**src/rtl/rect_raster_if.sv**
```systemverilog
// Handshake bundle between a rectangle requester and rect_raster.
//   master: drives start/geometry/colour/mode and the framebuffer ready.
//   slave : the rasteriser; presents pixels (x_out/y_out/c_out/plot) and status.
interface rect_raster_if #(
  parameter int unsigned XW = 8,
  parameter int unsigned YW = 7,
  parameter int unsigned SW = 5,
  parameter int unsigned CW = 3
);
  logic          start;
  logic [XW-1:0] x_in;
  logic [YW-1:0] y_in;
  logic [SW-1:0] width;
  logic [SW-1:0] height;
  logic [CW-1:0] c_in;
  logic [1:0]    mode;
  logic          ready;
  logic [XW-1:0] x_out;
  logic [YW-1:0] y_out;
  logic [CW-1:0] c_out;
  logic          plot;
  logic          busy;
  logic          done;

  modport master (
    output start, x_in, y_in, width, height, c_in, mode, ready,
    input  x_out, y_out, c_out, plot, busy, done
  );

  modport slave (
    input  start, x_in, y_in, width, height, c_in, mode, ready,
    output x_out, y_out, c_out, plot, busy, done
  );
endinterface

```
**src/rtl/rect_raster.sv**
```systemverilog
// Rectangle rasteriser. Walks a WxH rectangle in row-major order and presents one
// pixel per scan position; fill, outline and clear modes; off-screen pixels are
// clipped (they still take one cycle but never plot).
// Ports:
//   clk   - clock, rising edge
//   reset - asynchronous active-low reset
//   bus   - rect_raster_if.slave: start/x_in/y_in/width/height/c_in/mode/ready in,
//           x_out/y_out/c_out/plot/busy/done out
module rect_raster #(
  parameter int unsigned XW       = 8,
  parameter int unsigned YW       = 7,
  parameter int unsigned SW       = 5,
  parameter int unsigned CW       = 3,
  parameter int unsigned SCREEN_W = 160,
  parameter int unsigned SCREEN_H = 120
) (
  input logic          clk,
  input logic          reset,
  rect_raster_if.slave bus
);

  localparam logic [1:0] StIdle = 2'd0;
  localparam logic [1:0] StScan = 2'd1;
  localparam logic [1:0] StDone = 2'd2;

  localparam logic [1:0] ModeOutline = 2'b01;
  localparam logic [1:0] ModeClear   = 2'b10;

  logic [1:0]    state_q, state_d;
  logic [SW-1:0] cx_q, cx_d;
  logic [SW-1:0] cy_q, cy_d;
  logic [SW-1:0] w_q, h_q;
  logic [XW-1:0] x_base_q;
  logic [YW-1:0] y_base_q;
  logic [CW-1:0] c_q;
  logic [1:0]    mode_q;
  logic          latch;

  // One extra bit so a rectangle running past the coordinate range is clipped
  // rather than wrapping back onto the left/top of the screen.
  logic [XW:0] x_sum;
  logic [YW:0] y_sum;
  logic        last_col, last_row;
  logic        candidate, in_bounds, plot_int, advance;

  assign x_sum = (XW+1)'(x_base_q) + (XW+1)'(cx_q);
  assign y_sum = (YW+1)'(y_base_q) + (YW+1)'(cy_q);

  assign last_col  = (cx_q == w_q - SW'(1));
  assign last_row  = (cy_q == h_q - SW'(1));
  assign candidate = (mode_q != ModeOutline) ||
                     (cx_q == '0) || last_col || (cy_q == '0) || last_row;
  assign in_bounds = (x_sum < (XW+1)'(SCREEN_W)) && (y_sum < (YW+1)'(SCREEN_H));
  assign plot_int  = (state_q == StScan) && candidate && in_bounds;
  // A presented pixel stalls until the framebuffer takes it.
  assign advance   = !plot_int || bus.ready;

  always_comb begin
    state_d = state_q;
    cx_d    = cx_q;
    cy_d    = cy_q;
    latch   = 1'b0;
    case (state_q)
      StIdle: begin
        if (bus.start) begin
          latch   = 1'b1;
          cx_d    = '0;
          cy_d    = '0;
          state_d = (bus.width != '0 && bus.height != '0) ? StScan : StDone;
        end
      end
      StScan: begin
        if (advance) begin
          if (last_col) begin
            cx_d = '0;
            if (last_row) begin
              cy_d    = '0;
              state_d = StDone;
            end else begin
              cy_d = cy_q + SW'(1);
            end
          end else begin
            cx_d = cx_q + SW'(1);
          end
        end
      end
      StDone:  state_d = StIdle;
      default: state_d = StIdle;
    endcase
  end

  always_ff @(posedge clk or negedge reset) begin
    if (!reset) begin
      state_q  <= StIdle;
      cx_q     <= '0;
      cy_q     <= '0;
      w_q      <= '0;
      h_q      <= '0;
      x_base_q <= '0;
      y_base_q <= '0;
      c_q      <= '0;
      mode_q   <= '0;
    end else begin
      state_q <= state_d;
      cx_q    <= cx_d;
      cy_q    <= cy_d;
      if (latch) begin
        x_base_q <= bus.x_in;
        y_base_q <= bus.y_in;
        w_q      <= bus.width;
        h_q      <= bus.height;
        c_q      <= bus.c_in;
        mode_q   <= bus.mode;
      end
    end
  end

  assign bus.x_out = x_sum[XW-1:0];
  assign bus.y_out = y_sum[YW-1:0];
  assign bus.c_out = (state_q == StScan && mode_q != ModeClear) ? c_q : '0;
  assign bus.plot  = plot_int;
  assign bus.busy  = (state_q == StScan) || (state_q == StDone);
  assign bus.done  = (state_q == StDone);

endmodule
```
**src/flat_wrapper.sv**
```systemverilog
// flat-port wrapper written by rule: the top's interface ports become plain ports
module rect_raster_flat 
#(
  parameter int unsigned XW       = 8,
  parameter int unsigned YW       = 7,
  parameter int unsigned SW       = 5,
  parameter int unsigned CW       = 3,
  parameter int unsigned SCREEN_W = 160,
  parameter int unsigned SCREEN_H = 120
)
  (clk, reset, bus_start, bus_x_in, bus_y_in, bus_width, bus_height, bus_c_in, bus_mode, bus_ready, bus_x_out, bus_y_out, bus_c_out, bus_plot, bus_busy, bus_done);
  rect_raster_if #(.XW(XW), .YW(YW), .SW(SW), .CW(CW)) bus_i ();
  input logic clk;
  input logic reset;
  input wire logic [$bits(bus_i.start)-1:0] bus_start;
  input wire logic [$bits(bus_i.x_in)-1:0] bus_x_in;
  input wire logic [$bits(bus_i.y_in)-1:0] bus_y_in;
  input wire logic [$bits(bus_i.width)-1:0] bus_width;
  input wire logic [$bits(bus_i.height)-1:0] bus_height;
  input wire logic [$bits(bus_i.c_in)-1:0] bus_c_in;
  input wire logic [$bits(bus_i.mode)-1:0] bus_mode;
  input wire logic [$bits(bus_i.ready)-1:0] bus_ready;
  output wire logic [$bits(bus_i.x_out)-1:0] bus_x_out;
  output wire logic [$bits(bus_i.y_out)-1:0] bus_y_out;
  output wire logic [$bits(bus_i.c_out)-1:0] bus_c_out;
  output wire logic [$bits(bus_i.plot)-1:0] bus_plot;
  output wire logic [$bits(bus_i.busy)-1:0] bus_busy;
  output wire logic [$bits(bus_i.done)-1:0] bus_done;
  assign bus_i.start = bus_start;
  assign bus_i.x_in = bus_x_in;
  assign bus_i.y_in = bus_y_in;
  assign bus_i.width = bus_width;
  assign bus_i.height = bus_height;
  assign bus_i.c_in = bus_c_in;
  assign bus_i.mode = bus_mode;
  assign bus_i.ready = bus_ready;
  assign bus_x_out = bus_i.x_out;
  assign bus_y_out = bus_i.y_out;
  assign bus_c_out = bus_i.c_out;
  assign bus_plot = bus_i.plot;
  assign bus_busy = bus_i.busy;
  assign bus_done = bus_i.done;
  rect_raster #(.XW(XW), .YW(YW), .SW(SW), .CW(CW), .SCREEN_W(SCREEN_W), .SCREEN_H(SCREEN_H)) u_core (.clk(clk), .reset(reset), .bus(bus_i));
endmodule
```
**config.mk**
```make
export PLATFORM = sky130hd
export DESIGN_NAME = rect_raster_flat
export DESIGN_NICKNAME = d
export VERILOG_FILES = /design/src/rtl/rect_raster_if.sv /design/src/rtl/rect_raster.sv /design/src/flat_wrapper.sv
export SDC_FILE = /design/constraint.sdc
export NUM_CORES = 1
export LEC_CHECK = 0
export CAP_MARGIN = 30
export CORE_UTILIZATION = 55
export DETAILED_ROUTE_END_ITERATION = 8
export DONT_BUFFER_PORTS = 1
export PLACE_DENSITY_LB_ADDON = 0.1
export SLEW_MARGIN = 20
export SYNTH_ARGS = -nofsm -noshare
export SYNTH_HDL_FRONTEND = slang
export SYNTH_SLANG_ARGS = --single-unit
export TNS_END_PERCENT = 100
```
**constraint.sdc**
```tcl
create_clock -name clk -period 3.3 [get_ports clk]
set_clock_uncertainty 0.2 [all_clocks]
set_input_delay 0.33 -clock clk [delete_from_list [all_inputs] [get_ports clk]]
set_output_delay 0.33 -clock clk [all_outputs]
set_load 0.02 [all_outputs]
```
* Word-level counts from Yosys, hierarchy flattened
Cells that the tools add are included.
** Storage, ports and cells
- RAM bits :: 0
- Memories :: 0
- Bits of input ports :: 34
- Output and inout port bits :: 21
- ROM bits :: 0
- Flip-flop bits (word level) :: 42
- Bits in latches :: 0
** Operators by class
- Reductions and logical operators :: 21
- Div/mod/pow operators :: 0
- Magnitude comparators :: 2
- Shifts and indexed selects :: 0
- Add/subtract/negate cells :: 6
- Bitwise logic cells :: 0
- Equality and inequality tests :: 10
- Multiply operators :: 0
- Multiplexer cells :: 17
** Operators with widths (count)
- $mux 5 :: 6
- $pmux 5 s2 :: 2
- $add 5x1->5 const B :: 2
- $eq 5x5->1 :: 2
- $logic_not 5->1 :: 2
- $mux 2 :: 5
- $reduce_bool 5->1 :: 2
- $sub 5x1->5 const B :: 2
- $add 8x5->9 :: 1
- $lt 9x8->1 const B :: 1
- $add 7x5->8 :: 1
- $lt 8x7->1 const B :: 1
- $ne 2x1->1 const B :: 4
- $reduce_and 4->1 :: 2
- $logic_or 1x1->1 :: 6
- $logic_and 1x1->1 :: 5
- $ne 2x2->1 const B :: 2
- $pmux 2 s2 :: 1
- $mux 3 :: 1
- $reduce_and 3->1 :: 1
- $eq 2x1->1 const B :: 1
- $eq 2x2->1 const B :: 1
- $logic_not 2->1 :: 1
- $mux 1 :: 2
- 2 further kinds :: 2

* Depth between registers and ports, before layout
- Depth in word-level cells :: 11
- Gate-level depth with buffers :: 11

* Worst setup path before layout
Ideal clock, no wire load.
- Path kind :: reg-to-output
- Start :: reg u_core.cy_q[0]
- End :: out bus_plot
- Arrival time :: 2.581 ns
- Slack :: 0.189 ns
- Stages on the path, launching flop included :: 8
- Data required time :: 2.770 ns
- Path through :: dfrtp_1 ha_1 fa_1 a21oi_1 o21bai_1 xor2_1 and4_1 nor4b_1
** On the way
- Elaborated cells between the ends (all ways) :: 9
- Those cells by class :: add/sub: 1; order compare: 1; eq/ne: 1; reduce/logical: 6
** RTL lines
- start, declared :: RTL line rect_raster.sv:31 : logic [SW-1:0] cy_q, cy_d;
- start signal, assigned :: RTL line rect_raster.sv:106 : cy_q <= cy_d;
- $add 7x5->8 :: RTL line rect_raster.sv:47 : assign y_sum = (YW+1)'(y_base_q) + (YW+1)'(cy_q);
- named net bus_y_out[4] :: RTL line flat_wrapper.sv:24 : output wire logic [$bits(bus_i.y_out)-1:0] bus_y_out;
- $lt 8x7->1 :: RTL line rect_raster.sv:53 : assign in_bounds = (x_sum < (XW+1)'(SCREEN_W)) && (y_sum < (YW+1)'(SCREEN_H));
- $logic_and 1x1->1 :: RTL line rect_raster.sv:53
- $logic_and 1x1->1 :: RTL line rect_raster.sv:54 : assign plot_int = (state_q == StScan) && candidate && in_bounds;
- end, declared :: RTL line flat_wrapper.sv:26 : output wire logic [$bits(bus_i.plot)-1:0] bus_plot;
The timed path passes the listed nets, and every way through them passes these cells.

* Final worst setup path
- Start :: reg u_core.y_base_q[0]
- End :: out bus_plot
** On the way
- Word-level cells in the longest chain between the ends :: 4
** Ends and longest elaborated chain
- start, declared :: RTL line rect_raster.sv:34 : logic [YW-1:0] y_base_q;
- start signal, assigned :: RTL line rect_raster.sv:109 : y_base_q <= bus.y_in;
- $add 7x5->8 :: RTL line rect_raster.sv:47
- $lt 8x7->1 :: RTL line rect_raster.sv:53
- $logic_and 1x1->1 :: RTL line rect_raster.sv:53
- $logic_and 1x1->1 :: RTL line rect_raster.sv:54
Every way passes these cells.

==> impl_metrics.yaml <==
synthesis:
  synth_seq_cells: 42
  synth_area_sq_um: 2746
  synth_warnings: 0
  synth-edff-count: 0
  async_reset_ff_share_pct: 100.0
  ys.flop_type: "dfrtp_1"
  yosysUniqueCellTypes: 51
  syn_area_per_cell_sq_um: 10.52
  synthesis.nets: 316
  ys_seq_area_share_pct: 38.27
  synthCells: 261
setup_path:
  path_buf_inv: 1
  worstSetupEndpointType: "output pin"
  cp.required_ns: 2.77
  worstPathArrival_ns: 2.54
  crit_slowest_cell: "fa_1"
  critPathMaxStageDelay_ns: 0.40
  startpoint_type: "flip-flop"
  cp_max_fo: 3
  crit_type: "reg2out"
  path_delay_family: "adder cells"
  crit_chain: "ha_1, fa_1, a21oi_1, o21bai_1, xor2_1, and4_1, nor4b_1, buf_4"
cells_and_area:
  antenna_cells: 0
  final_cells: 369
  num-nets-final: 356
  syn2layout_area_growth_pct: 19.77
  fin_util_pct: 69.18
  fin_area_sq_um: 3289
  drive_above_1_share_pct: 16.56
clocking:
  clockRootBuffer: "clkbuf_8"
  cts.htree.levels: 2
  clkLatencyLatePin_ns: 0.29
  cts_tree: "yes"
  cts_buffers: 5
  cts_setup_buffers: 0
  cts.sinks: 42
  clock_path_buffers: 2
  clk_pin_slew_ns: 0.08
floorplanning:
  dieArea_sq_um: 5280
  fp.dieH_um: 72.67
  rows: 25
  start_util_pct: 57.76
  die_w_um: 72.67
  ios: 55
  core_area_sq_um: 4755
global_route:
  overflow: 0
  grt_first_pass_wirelength_um: 9315
  grtUsageTotal_pct: 23.08
  grt_pass1_vias: 2018
  grt_max_degree: 43
  antenna_found_initial: 0
placed_design:
  post_dp_cell_area_sq_um: 2853
  io_buffers: 0
  dp_hpwl_um: 3935
  place_congestion: 0.7791
  placed_cells: 329
power_and_ir_drop:
  p_leak_nw: 1.462
  p_per_area_nw_per_um2: 938.3
  peakVddDrop_mv: 0.5188
detailed_routing:
  ant_nets: 0
  drc_errors: 0
  wl_um: 5576
  drt_iter0_drc: 107
  drt-pass1-iter-count: 6
  viasPerCell: 5.547
  dr_total_vias: 2047
  avgRoutedWirePerCell_um: 15.11
sta:
  post-route-period-util_pct: 93.08
  finalSetupViolations: 0
  min_period_ns: 3.072
  finalMaxSlewViolations: 0
  max_slew_margin_pct: 55.19
  hold_viol: 0
  max_freq_ghz: 0.3256
  setup_tns_ns: 0
  rsz0062_at_grt: "false"
  tightest_slew_ns: 0.6676
job:
  cap_violations: 0
status:
  outcome: "completed"
hold_path:
  min_path_type: "in2reg"
final timing paths:
check	from	to	slack, ns	cells past startpoint
worst min register to register	u_core.y_base_q[0]	u_core.y_base_q[0]	0.31	1
worst min-delay path	bus_start	u_core.state_q[1]	0.1	2
max in group asynchronous	reset	u_core.y_base_q[4]	2.37	2
worst max-delay path	u_core.y_base_q[0]	bus_plot	0.23	8
worst max register to register	u_core.cx_q[0]	u_core.cy_q[3]	0.26	11
min in group asynchronous	reset	u_core.x_base_q[2]	0.33	2
cells by family after synthesis:
logic type               count (synthesis)  synth area share (%)
adder cells (fa/ha/maj)                 21                 10.11
buffers and inverters                   31                 4.373
AO/OA/AOI/OAI                           52                 13.40
AND/OR/NAND/NOR                         59                 13.12
flip-flops                              42                 38.27
XOR/XNOR                                23                 7.335
multiplexers                            33                 13.39
Yosys cell counts, types with 2 or more instances:
cell type / instances / share of area, %
dfrtp_1: 42 / 38
mux2_2: 30 / 12
inv_1: 26 / 3.6
ha_1: 19 / 8.7
nor2_1: 13 / 1.8
xnor2_1: 13 / 4.1
xor2_1: 10 / 3.2
nand3_1: 8 / 1.5
a21oi_1: 6 / 1.1
nand2_1: 6 / 0.82
nor2b_1: 6 / 1.4
o21ai_0: 6 / 1.1
nand2b_1: 5 / 1.1
nor4b_1: 5 / 1.6
o211ai_1: 5 / 1.4
o21ai_1: 5 / 0.91
clkbuf_1: 4 / 0.55
o31ai_1: 4 / 1.1
a21o_1: 3 / 0.82
mux2i_1: 3 / 1.1
o21bai_1: 3 / 0.82
o41ai_1: 3 / 0.96
a31oi_1: 2 / 0.46
fa_1: 2 / 1.5
nand4_1: 2 / 0.46
nor3_1: 2 / 0.36
o22a_1: 2 / 0.64
or3_1: 2 / 0.46
or4_1: 2 / 0.55
flip-flops by register name, indices dropped and copies added, names as in the netlist:
name / count
u_core.c_q: 3
u_core.cx_q: 5
u_core.cy_q: 5
u_core.h_q: 5
u_core.mode_q: 2
u_core.state_q: 2
u_core.w_q: 5
u_core.x_base_q: 8
u_core.y_base_q: 7
metal layers:
layer	GRT usage, %	up-vias	wire length, um
met5	0	-	0
met4	6.536	0	57
met3	4.558	5	214
met2	38.94	41	2750
met1	30.24	983	2554
li1	-	1018	-
power breakdown:
part / switching, W / internal [W]
registers: 0.000223 / 0.000743
logic: 0.00101 / 0.000761
clock network: 0.000177 / 0.000169
worst register-to-register path: stages, from the launching register on:
cell and delay, ns:
dfrtp_1 0.43, ha_1 0.19, inv_1 0.05, fa_1 0.39
nor2b_1 0.17, o31a_1 0.22, o211ai_1 0.12, o211ai_1 0.32
nor4b_4 0.09, buf_4 0.19, nand2b_1 0.24, o41ai_1 0.33
stage by stage:
stage / hold slack (ns) / setup slack, ns / power (W)
after floorplan: -0.1656 / 0.1890 / 0.002358
after global placement: -0.1649 / 0.3658 / 0.002664
after detailed placement: -0.1650 / 0.2222 / 0.002710
after CTS: 0.08374 / 0.1799 / 0.003110
after global routing: 0.1122 / 0.002184 / 0.003341
final: 0.09618 / 0.2284 / 0.003086
layout make-up:
| type | count | area, sq um |
|---|---|---|
| timing repair buffer | 38 | 382.9 |
| sequential | 42 | 1051 |
| clock buffer | 7 | 86.33 |
| clock inverter | 1 | 5.005 |
| multi-input combinational | 188 | 1583 |
| inverter | 26 | 97.59 |
| tap | 67 | 83.83 |
| fill | 404 | 1465 |
cells in the final DEF (no fill, tap or decap), drive strengths merged, types with 8 or more instances in the layout:
| cell type | netlist | routed |
|---|---|---|
| ha | 19 | 19 |
| dlygate4sd3 | 0 | 31 |
| xor2 | 10 | 10 |
| inv | 26 | 26 |
| nand3 | 8 | 8 |
| dfrtp | 42 | 42 |
| mux2 | 30 | 30 |
| xnor2 | 13 | 13 |
| nor2 | 14 | 14 |
| o21ai | 11 | 11 |
timing repair:
| item | CTS | global route |
|---|---|---|
| endpoints found under the hold margin | 72 | 0 |
| endpoints found under the setup margin | 0 | 1 |
| resized for setup | 0 | 1 |
| hold buffers | 32 | 0 |
No activity file was read; power rests on OpenSTA's default activity.
